## config.mk

```make
export PLATFORM = sky130hd
export DESIGN_NAME = mem_arbiter
export DESIGN_NICKNAME = d
export VERILOG_FILES = /design/src/rtl/arb_types.sv /design/src/rtl/mem_arbiter.sv
export SDC_FILE = /design/constraint.sdc
export NUM_CORES = 1
export LEC_CHECK = 0
export BUFFER_PORTS_ARGS = -buffer_cell sky130_fd_sc_hd__buf_2
export CAP_MARGIN = 20
export CORE_AREA = 2 2 107 109
export CTS_CLUSTER_SIZE = 25
export DETAILED_ROUTE_END_ITERATION = 8
export DIE_AREA = 0 0 109 111
export PLACE_DENSITY = 0.67
export SYNTH_ARGS = -nofsm -noshare
export SYNTH_HDL_FRONTEND = slang
export SYNTH_SLANG_ARGS = --single-unit
```

## constraint.sdc

```tcl
create_clock -name clk -period 4.8 [get_ports clk]
set_input_delay 0.96 -clock clk [delete_from_list [all_inputs] [get_ports clk]]
set_output_delay 0.96 -clock clk [all_outputs]
set_load 0.005 [all_outputs]
```

## src/rtl/arb_types.sv

```systemverilog
// Shared types for the instruction/data memory arbiter.
// Latency: n/a (type and constant definitions only).
// Backpressure: n/a.
`timescale 1ns/1ps
package arb_types;

  // Arbiter FSM: one memory transaction in flight at most
  typedef enum logic [1:0] {
    IDLE   = 2'd0,
    I_BUSY = 2'd1,
    D_BUSY = 2'd2
  } arb_state_t;

  // Data grants allowed back-to-back while a fetch waits
  localparam int unsigned STARVE_LIMIT_DEF = 4;

  // Memory port is word addressed; byte offset is carried by the mask
  function automatic logic [31:0] word_align(input logic [31:0] addr);
    return {addr[31:2], 2'b00};
  endfunction

endpackage

```

## src/rtl/mem_arbiter.sv

```systemverilog
// Arbitrates fetch and data requests onto one memory port; data has priority
// until a fetch has waited STARVE_LIMIT data grants. Latency: m_* registered,
// one cycle after grant; *_resp is combinational from m_resp. Backpressure:
// requesters hold until their *_resp; one IDLE cycle separates transactions.
// Optional stall counters: define MEM_ARB_PERF_EN.
`timescale 1ns/1ps
module mem_arbiter
  import arb_types::*;
#(
  parameter int unsigned STARVE_LIMIT = STARVE_LIMIT_DEF,
  parameter int unsigned CNT_W        = 32
) (
  input  logic              clk,
  input  logic              rst,
  input  logic              i_read,
  input  logic [31:0]       i_addr,
  output logic [31:0]       i_rdata,
  output logic              i_resp,
  input  logic              d_read,
  input  logic              d_write,
  input  logic [31:0]       d_addr,
  input  logic [31:0]       d_wdata,
  input  logic [3:0]        d_mbe,
  output logic [31:0]       d_rdata,
  output logic              d_resp,
  output logic              m_read,
  output logic              m_write,
  output logic [31:0]       m_addr,
  output logic [31:0]       m_wdata,
  output logic [3:0]        m_mbe,
  input  logic [31:0]       m_rdata,
  input  logic              m_resp
`ifdef MEM_ARB_PERF_EN
  ,
  output logic [CNT_W-1:0]  perf_d_wait,
  output logic [CNT_W-1:0]  perf_i_wait
`endif
);

  localparam int unsigned SW = (STARVE_LIMIT < 1) ? 1 : $clog2(STARVE_LIMIT + 1);
  localparam logic [SW-1:0] STARVE_MAX = SW'(STARVE_LIMIT);

  arb_state_t    state_q, state_d;
  logic [SW-1:0] starve_q, starve_d;
  logic          grant_i, grant_d;
  logic          d_req;

  logic          m_read_q, m_write_q;
  logic [31:0]   m_addr_q, m_wdata_q;
  logic [3:0]    m_mbe_q;

  // Byte offset bits never reach memory
  logic          unused_addr_bits;
  assign unused_addr_bits = ^{i_addr[1:0], d_addr[1:0]};

  assign d_req = d_read | d_write;

  // FSM state and fetch-starvation count
  always_ff @(posedge clk or negedge rst) begin
    if (!rst) begin
      state_q  <= IDLE;
      starve_q <= '0;
    end else begin
      state_q  <= state_d;
      starve_q <= starve_d;
    end
  end

  // Grant decision in IDLE, return to IDLE on memory completion
  always_comb begin
    state_d  = state_q;
    starve_d = starve_q;
    grant_i  = 1'b0;
    grant_d  = 1'b0;
    case (state_q)
      IDLE: begin
        if (d_req && !(i_read && (starve_q == STARVE_MAX))) begin
          grant_d = 1'b1;
          state_d = D_BUSY;
          if (i_read && (starve_q != STARVE_MAX)) begin
            starve_d = starve_q + SW'(1);
          end
        end else if (i_read) begin
          grant_i  = 1'b1;
          state_d  = I_BUSY;
          starve_d = '0;
        end
      end
      I_BUSY, D_BUSY: begin
        if (m_resp) begin
          state_d = IDLE;
        end
      end
      default: state_d = IDLE;
    endcase
  end

  // Completion pulses go straight from m_resp to the owning requester
  always_comb begin
    i_resp  = 1'b0;
    d_resp  = 1'b0;
    i_rdata = m_rdata;
    d_rdata = m_rdata;
    case (state_q)
      I_BUSY:  i_resp = m_resp;
      D_BUSY:  d_resp = m_resp;
      default: ;
    endcase
  end

  // Memory port registers: load on grant, clear once memory completes
  always_ff @(posedge clk or negedge rst) begin
    if (!rst) begin
      m_read_q  <= 1'b0;
      m_write_q <= 1'b0;
      m_addr_q  <= '0;
      m_wdata_q <= '0;
      m_mbe_q   <= '0;
    end else if (grant_i) begin
      m_read_q  <= 1'b1;
      m_write_q <= 1'b0;
      m_addr_q  <= word_align(i_addr);
      m_wdata_q <= '0;
      m_mbe_q   <= 4'hF;
    end else if (grant_d) begin
      // read+write together is a write
      m_read_q  <= d_read & ~d_write;
      m_write_q <= d_write;
      m_addr_q  <= word_align(d_addr);
      m_wdata_q <= d_wdata;
      m_mbe_q   <= d_mbe;
    end else if ((state_q != IDLE) && m_resp) begin
      m_read_q  <= 1'b0;
      m_write_q <= 1'b0;
      m_addr_q  <= '0;
      m_wdata_q <= '0;
      m_mbe_q   <= '0;
    end
  end

  assign m_read  = m_read_q;
  assign m_write = m_write_q;
  assign m_addr  = m_addr_q;
  assign m_wdata = m_wdata_q;
  assign m_mbe   = m_mbe_q;

`ifdef MEM_ARB_PERF_EN
  logic [CNT_W-1:0] perf_d_q, perf_i_q;

  // Stall counters: cycles a request is up without its completion
  always_ff @(posedge clk or negedge rst) begin
    if (!rst) begin
      perf_d_q <= '0;
      perf_i_q <= '0;
    end else begin
      if (d_req && !d_resp) begin
        perf_d_q <= perf_d_q + CNT_W'(1);
      end
      if (i_read && !i_resp) begin
        perf_i_q <= perf_i_q + CNT_W'(1);
      end
    end
  end

  assign perf_d_wait = perf_d_q;
  assign perf_i_wait = perf_i_q;
`else
  logic [CNT_W-1:0] unused_cnt_w;
  assign unused_cnt_w = '0;
`endif

endmodule
```

---- After elaboration in Yosys (flattened, before gate mapping) ----
Index checks and enable logic that the tools add are counted.
W data, S select, Z words.
storage, ports and cells
  register bits ........................... 75
  input bits .............................. 138
  output and inout port bits .............. 136
operators by class
  add/subtract/negate cells ............... 1
  eq/ne operators ......................... 7
  multiplexer cells ....................... 27
  bitwise logic cells ..................... 3
  reductions and logical operators ........ 12
operator list
  kind                   count
  $mux W32               5
  $mux W1                12
  $mux W4                3
  $mux W3                3
  $mux W2                3
  $ne A3 B3 Y1 const B   2
  $logic_and A1 B1 Y1    4
  $pmux W2 S2            1
  $reduce_bool A2 Y1     2
  $add A3 B1 Y3 const B  1
  $eq A3 B3 Y1 const B   1
  $reduce_and A3 Y1      1
  $reduce_bool A3 Y1     1
  $eq A2 B1 Y1 const B   1
  $eq A2 B2 Y1 const B   1
  $logic_not A2 Y1       1
  $ne A2 B1 Y1 const B   1
  $ne A2 B2 Y1 const B   1
  $reduce_and A2 Y1      1
  $reduce_or A2 Y1       1
  $and A1 B1 Y1          1
  $logic_not A1 Y1       1
  $not A1 Y1             1
  $or A1 B1 Y1           1

---- Longest topological paths before layout ----
Gate-level depths: netlist (run 1).
  word-level depth ........................ 8
  gate-level depth with buffers ........... 8

---- Worst setup path before layout (run 1) ----
Ideal clock, no wire load.
  kind .................................... in2reg
  start ................................... input d_write
  end ..................................... register m_wdata_q[19] (netlist: m_wdata[19])
  library setup time ...................... 0.121 ns
  arrival ................................. 1.978 ns
  required time ........................... 4.679 ns
  path slack .............................. 2.701 ns
  stages on the path ...................... 6
  cells stage by stage .................... or2_1 -> and3_1 -> clkbuf_1 -> buf_2 -> buf_2 -> a22o_1
between the ends
  word-level cells in the longest chain between the ends .. 6
  elaborated cells between the ends (all ways) .. 9
RTL lines
  item                    line                text
  start: declaration      mem_arbiter.sv:20   input logic d_write,
  $or A1 B1 Y1 *          mem_arbiter.sv:56   assign d_req = d_read | d_write;
  $logic_and A1 B1 Y1 *   mem_arbiter.sv:77   if (d_req && !(i_read && (starve_q == STARVE_MAX))) begin
  $mux W1                 mem_arbiter.sv:77
  $mux W1                 mem_arbiter.sv:75   case (state_q)
  $mux W32                mem_arbiter.sv:125  end else if (grant_d) begin
  $mux W32                mem_arbiter.sv:119  end else if (grant_i) begin
  end signal: assignment  mem_arbiter.sv:130  m_wdata_q <= d_wdata;
  end: declaration        mem_arbiter.sv:49   logic [31:0] m_addr_q, m_wdata_q;
Mark *: on every way between the ends. The rest lies on a longest branch, timed or not.
A chain may end at the register's enable or synchronous reset.

---- Worst setup path in the final report (run 1) ----
  start ................................... input i_read
  end ..................................... register m_mbe_q[1] (netlist: m_mbe[1])
between the ends
  word-level cells in the longest chain between the ends .. 7
  elaborated cells between the ends (all ways) .. 11
RTL lines
  item                    line                text
  start: declaration      mem_arbiter.sv:15   input logic i_read,
  $logic_and A1 B1 Y1     mem_arbiter.sv:77
  $logic_not A1 Y1        mem_arbiter.sv:77
  $logic_and A1 B1 Y1     mem_arbiter.sv:77
  $mux W1                 mem_arbiter.sv:77
  $mux W1                 mem_arbiter.sv:75
  $mux W4                 mem_arbiter.sv:125
  $mux W4                 mem_arbiter.sv:119
  end signal: assignment  mem_arbiter.sv:131  m_mbe_q <= d_mbe;
  end: declaration        mem_arbiter.sv:50   logic [3:0] m_mbe_q;
Several ways; a longest one is shown, not always the timed one.

==> impl_results.md, run 1 <==
* Register area share after synthesis at 52.2%
* Synth warn at 0
* Clock root buffer: clkbuf_16
* Routed vias at 2613
* DRC at 0
* Clock Skew at about 0.0096 ns
* Worst-path maximum fanout at 37
* Post-Syn Area per Cell at between 10 and 15 sq um
* Setup TNS at 0 ns
* CTS buffer count at 9
* VDD IR-drop max at 197 uV
* Vias in the first global route at approximately 2500
* Largest net degree at the start of global routing at 74
* Slew HR at 30.6%
* CTS resizes at 0
* Leak at ~2.4 nW
* Final slew viol count at 0
* Outcome: completed
* CTS tree: done
* WL/cell at between 15 and 20 um
* Total GRT Usage at 14.5%
* Yosys reg bits at 73
* Setup crit start kind: primary input
* Die Span Y at approximately 110 um
* Final setup fails at 0
* Non-Filler Instances at between 500 and 600
* Fmax at between 0.4 and 0.5 GHz
* Final Cycle Share at ~52%
* Tmin final at about 2.5 ns
* Initial core utilization at around a third
* FP Rows at 39
* Nets at roughly 530
* Mapped Cells at 293
* Post-Route WL at roughly 9000 um
* Crit path DAT at around 2.8 ns
* Antenna Cells at 0
* Iter 0 DRT Violations at 105
* Post-DRT Antenna Nets at 0
* GRT Residual Overflow at 0
* Initial antenna violation count at 0
* Ranking of synthesized cells by area: dfrtp_1 (52%), buf_4 (14%), a221o_1 (9.7%)
* Synth cell types at 26
* Vias per inst at about 4.9
* Layout cells sized above 1 at slightly below 50%
* Most frequent cells in the layout: buf_2 (170), dfrtp_1 (73), a22o_1 (35)
* Setup CP Type: primary input to flop
* Clock tree buffer depth at 2
* Leading area contributor after synthesis: dfrtp_1
* Placed Cells incl. Taps at approximately 520
* PwrDens at approximately 600 mW/mm^2
* Final Wtd Congestion at between 0.7 and 0.8
* Hold buffers post-CTS at 0
* H-tree Lvls at 3
* Die area at between 0.01 and 0.015 sq mm
* Count of max-cap constraint violations at 0
* Number of detailed-route iterations in the first pass at 4
* HPWL after DPL at 6840 um
* Clock latency on the worst-skew pair at between 0.3 and 0.4 ns
* Ports at roughly 270
* Total setup buffers inserted after CTS at 0
* Worst-path clk slew at 0.06 ns
* Final hold vios at 0
* Worst path required time at 5.06 ns
* Area Growth Syn to Fin at 21.0%
* Syn Std Cell Area at around 0.0035 sq mm
* Slew at the pin closest to its max-slew limit at around 1.0 ns
* Clock net sink count at 73
* Most common cell after layout, fill and taps aside: buf_2
* Hold WC Path Type: flop to flop
* RSZ-0062 raised after global routing: no
* Core area at about 0.011 sq mm
* Worst setup EP type: flop
* Share of the synthesized area in the top cell type at between 50% and 60%
* First-pass GRT wire length at about 13000 um
* Count of input and output buffers at 171
* DIE WIDTH at about 110 um
## stage by stage
step / total power, mW / worst slack (ns) / cell area, sq um / util, % / hold slack (ns)
floorplan: 1.61 / 2.70 / 3510 / - / 0.474
global placement: 1.99 / 2.01 / 3970 / 35.8 / 0.484
detailed placement: 2.01 / 1.98 / 3970 / 35.8 / 0.489
CTS: 2.63 / 2.32 / 4240 / 38.2 / 0.506
global route: 2.77 / 2.18 / 4240 / 38.2 / 0.522
finish: 2.58 / 2.31 / 4240 / 38.2 / 0.502
## cells by family after synthesis
| group | synth area share, % |
|---|---|
| buffers and inverters | 17.8 |
| DFF | 52.2 |
| and+or+nand+nor | 7.72 |
| AOI/OAI and AO/OA | 19.8 |
| muxes | 0.607 |
| other | 0.107 |
| adders and majority gates | 1.79 |
## metal layers
layer | up-vias | track usage (%) | part of all wire [%] | wire length, um
li1 | 1214 | - | - | -
met1 | 1224 | 15.0 | 38 | 3390
met2 | 165 | 26.0 | 52 | 4660
met3 | 10 | 5.58 | 9.4 | 846
met4 | 0 | 5.38 | 1.6 | 141
met5 | - | 0 | 0 | 0
## flip-flops by register name, indices dropped and copies added (netlist names)
name,count
m_read,1
starve_q,3
state_q,2
m_addr,30
m_write,1
m_mbe,4
m_wdata,32
## area by class of cell
| type | instances | area (sq um) |
|---|---|---|
| clock buffer | 10 | 229 |
| timing repair buffer | 173 | 873 |
| fill | 1111 | 6840 |
| inverter | 4 | 15.0 |
| tap | 143 | 179 |
| clock inverter | 6 | 42.5 |
| sequential | 73 | 1830 |
| multi-input combinational | 129 | 1070 |
## where the power goes
part | switching (mW) | internal, mW | total, mW | leakage [nW]
clock network | 0.249 | 0.350 | 0.600 | 0.129
logic | 0.476 | 0.461 | 0.938 | 1.29
registers | 0.153 | 0.888 | 1.04 | 0.932
## worst paths after layout
| check | slack, ns | cells past startpoint | end | start |
|---|---|---|---|---|
| worst max-delay path | 2.31 | 5 | m_mbe[1] | i_read |
| worst min-delay path | 0.50 | 1 | m_wdata[11] | m_wdata[11] |
| worst max register to register | 2.35 | 6 | m_mbe[1] | state_q[0] |
| worst min register to register | 0.50 | 1 | m_wdata[11] | m_wdata[11] |
| max in group asynchronous | 3.47 | 1 | m_addr[13] | rst |
| min in group asynchronous | 0.75 | 1 | m_wdata[20] | rst |
## cell usage after synthesis
cell type  count
o2bb2ai_1      1
buf_6          3
buf_4         66
and3_1        31
mux2i_1        1
or2_1          1
clkbuf_1      13
ha_1           5
a22o_1        35
a21boi_0       1
o21bai_1       1
or4b_1         1
nand2_1        3
nand2b_1       1
inv_1          4
dfrtp_1       73
a221o_1       34
a31o_2         1
o22ai_1        1
buf_2          6
mux2_2         1
o21ai_2        1
nand3_1        2
nor2_1         2
and2_1         4
conb_1         1
## critical path, stage by stage
cell and delay (ns):
buf_2 0.13, or4b_1 0.59, o21ai_4 0.34, buf_4 0.48
a221o_1 0.23
No activity file was read; power rests on OpenSTA's default activity.
==> run 2: changes to the inputs <==
CORE_AREA = 2 2 105 107   (was 2 2 107 109)
DIE_AREA = 0 0 107 109   (was 0 0 109 111)
PLACE_DENSITY = 0.72   (was 0.67)
clock period = 2.1 ns   (was 4.8 ns; I/O delays follow)
==> run 2 against run 1 <==
  * Hold slack worse by 0.22 ns
  * Sequential cell count unchanged
  * Non-clock buffer count increased by 8
  * Critical path type is now flop to flop
  * Global-route usage is 0.81 points higher
==> impl_results.md, run 2 (synthesized netlist as in run 1, its figures left out) <==
* Outcome: completed (unchanged)
* Clock net sink count at 73 (unchanged)
* Worst setup EP type: flop (unchanged)
* Clock latency on the worst-skew pair at 0.35 ns (was 0.33 ns)
* Seq pwr share at 40.6% (was 40.4%)
* Iter 0 DRT Violations at 140 (was 105)
* Number of detailed-route iterations in the first pass at 4 (unchanged)
* H-tree Lvls at 3 (unchanged)
* Nets at 541 (was 533)
* Post-DRT Antenna Nets at 0 (unchanged)
* Crit path DAT at 2.13 ns (was 2.75 ns)
* Most frequent cells in the layout: buf_2 (170), dfrtp_1 (73), a22o_1 (35) (unchanged)
* Placed Instance Area at 0.00406 sq mm (was 0.00397 sq mm)
* Worst path required time at 2.37 ns (was 5.06 ns)
* Slew at the pin closest to its max-slew limit at 0.493 ns (was 1.03 ns)
* Setup TNS at 0 ns (unchanged)
* Total GRT Usage at 15.3% (was 14.5%)
* Final slew viol count at 0 (unchanged)
* Die area at 0.0117 sq mm (was 0.0121 sq mm)
* PwrDens at 1360 mW/mm^2 (was 608 mW/mm^2)
* Setup CP Type: flop to flop (was primary input to flop)
* Switch share at 35.2% (was 34.1%)
* Final setup fails at 0 (unchanged)
* HPWL after DPL at 6710 um (was 6840 um)
* Clock Power Share at 19.9% (was 23.3%)
* Core area at 0.0106 sq mm (was 0.0111 sq mm)
* VDD IR-drop max at 485 uV (was 197 uV)
* DRC at 0 (unchanged)
* R2R setup slack at 0.24 ns (was 2.35 ns)
* Die Span Y at 109 um (was 111 um)
* Post-Route WL at 9100 um (was 9040 um)
* Final hold vios at 0 (unchanged)
* CTS resizes at 0 (unchanged)
* First-pass GRT wire length at 13600 um (was 13300 um)
* Design Area, Final at 0.00428 sq mm (was 0.00424 sq mm)
* Placed Cells incl. Taps at 526 (was 522)
* GRT Residual Overflow at 0 (unchanged)
* RSZ-0062 raised after global routing: no (unchanged)
* Combinational power share at 39.4% (was 36.4%)
* Cells along the critical path: inv_1, ha_1, or4b_1, o21ai_4, buf_4, a22o_1 (was buf_2, or4b_1, o21ai_4, buf_4, a221o_1)
* Overall power at 5.82 mW (was 2.58 mW)
* Largest net degree at the start of global routing at 46 (was 74)
* Count of max-cap constraint violations at 0 (unchanged)
* Final Cycle Share at around 89%
* Slew HR at 67.0% (was 30.6%)
* Area Growth Syn to Fin at 22.2% (was 21.0%)
* CTS buffer count at 9 (unchanged)
* Vias per inst at 4.99 (was 4.86)
* Worst Hold Slack at 0.279 ns (was 0.502 ns)
* Vias in the first global route at 2612 (was 2549)
* Tmin final at roughly 1.9 ns
* Non-Filler Instances at 543 (was 538)
* Setup crit start kind: flop (was primary input)
* Initial antenna violation count at 0 (unchanged)
* Max reg flops at 32 (unchanged)
* Worst-path maximum fanout at 23 (was 37)
* Layout cells sized above 1 at 49.9% (was 48.9%)
* Most common cell after layout, fill and taps aside: buf_2 (unchanged)
* Crit path max-delay cell type: or4b_1 (unchanged)
* Count of input and output buffers at 171 (unchanged)
* WL/cell at 16.8 um (about the same)
* Biggest cell delay along the critical path at 0.52 ns (was 0.59 ns)
* Routed vias at 2710 (was 2613)
* Final Wtd Congestion at 0.752 (was 0.755)
* Clock Skew at 0.0134 ns (was 0.00958 ns)
* Antenna Cells at 0 (unchanged)
* CTS tree: done (unchanged)
* Ports at 274 (unchanged)
* Clock tree buffer depth at 2 (unchanged)
* Worst-path clk slew at 0.09 ns (was 0.06 ns)
* Leak at 2.38 nW (was 2.35 nW)
* NetSw at 2.05 mW (was 0.878 mW)
* Hold WC Path Type: primary input to flop (was flop to flop)
* Clock root buffer: clkbuf_8 (was clkbuf_16)
* FP Rows at 38 (was 39)
* Fmax at around 0.54 GHz
* Initial core utilization at 33.0% (was 31.6%)
* P_int at 3.77 mW (was 1.70 mW)
* DIE WIDTH at 107 um (was 109 um)
## run 2: changes by cell type in the layout (fill, tap and decap cells not counted), moves of 2 or more
cell,change
clkbuf_8,+9
buf_12,+4
clkbuf_16,-9
inv_6,+2
clkinv_2,-2
buf_4,+3
## run 2: power by group through the flow
stage	clock network [mW]	registers, mW	logic (mW)
after global placement	0	2.35	2.27
after global routing	1.29	2.44	2.52
after floorplan	0	2.42	1.26
final	1.16	2.36	2.29
after detailed placement	0	2.38	2.33
after CTS	1.21	2.36	2.33
## run 2: repair_timing
item	CTS	global route
buffers inserted	0	0
endpoints found under the hold margin	22	0
hold buffers	1	0
## run 2: cell type report
type                            count  area, sq um
Multi-Input combinational cell    129         1070
Tap cell                          140          175
Clock inverter                      7         82.6
Inverter                            4         15.0
Fill cell                        1037         6320
Clock buffer                        9          124
Sequential cell                    73         1830
Timing Repair Buffer              181          986
## run 2: worst paths after layout
check,from,end,cells past startpoint
worst max-delay path,state_q[0],m_wdata[11],6
min in group asynchronous,rst,m_wdata[25],2
worst max register to register,state_q[0],m_wdata[11],6
worst min register to register,m_wdata[12],m_wdata[12],1
max in group asynchronous,rst,m_wdata[2],3
worst min-delay path,d_wdata[31],m_wdata[31],2
## run 2: worst max-delay path, delay by kind of cell, from the launching register on
kind | cells | cell delay [ns]
simple gates | 1 | 0.52
flops | 1 | 0.41
buf+inv | 2 | 0.38
compound gates | 2 | 0.31
fa+ha+maj | 1 | 0.17
## run 2: metal layers
metal	wire length, um	global-route usage (%)
met4	185	6.59
met5	0	0
met1	3630	18.0
met2	4480	25.7
met3	798	5.08
## run 2: metrics by stage
step	setup WS (ns)	utilization (%)
floorplan	0.395	-
global route	0.118	40.4
finish	0.238	40.4
CTS	0.237	40.4
global placement	0.294	38.3
detailed placement	0.253	38.3
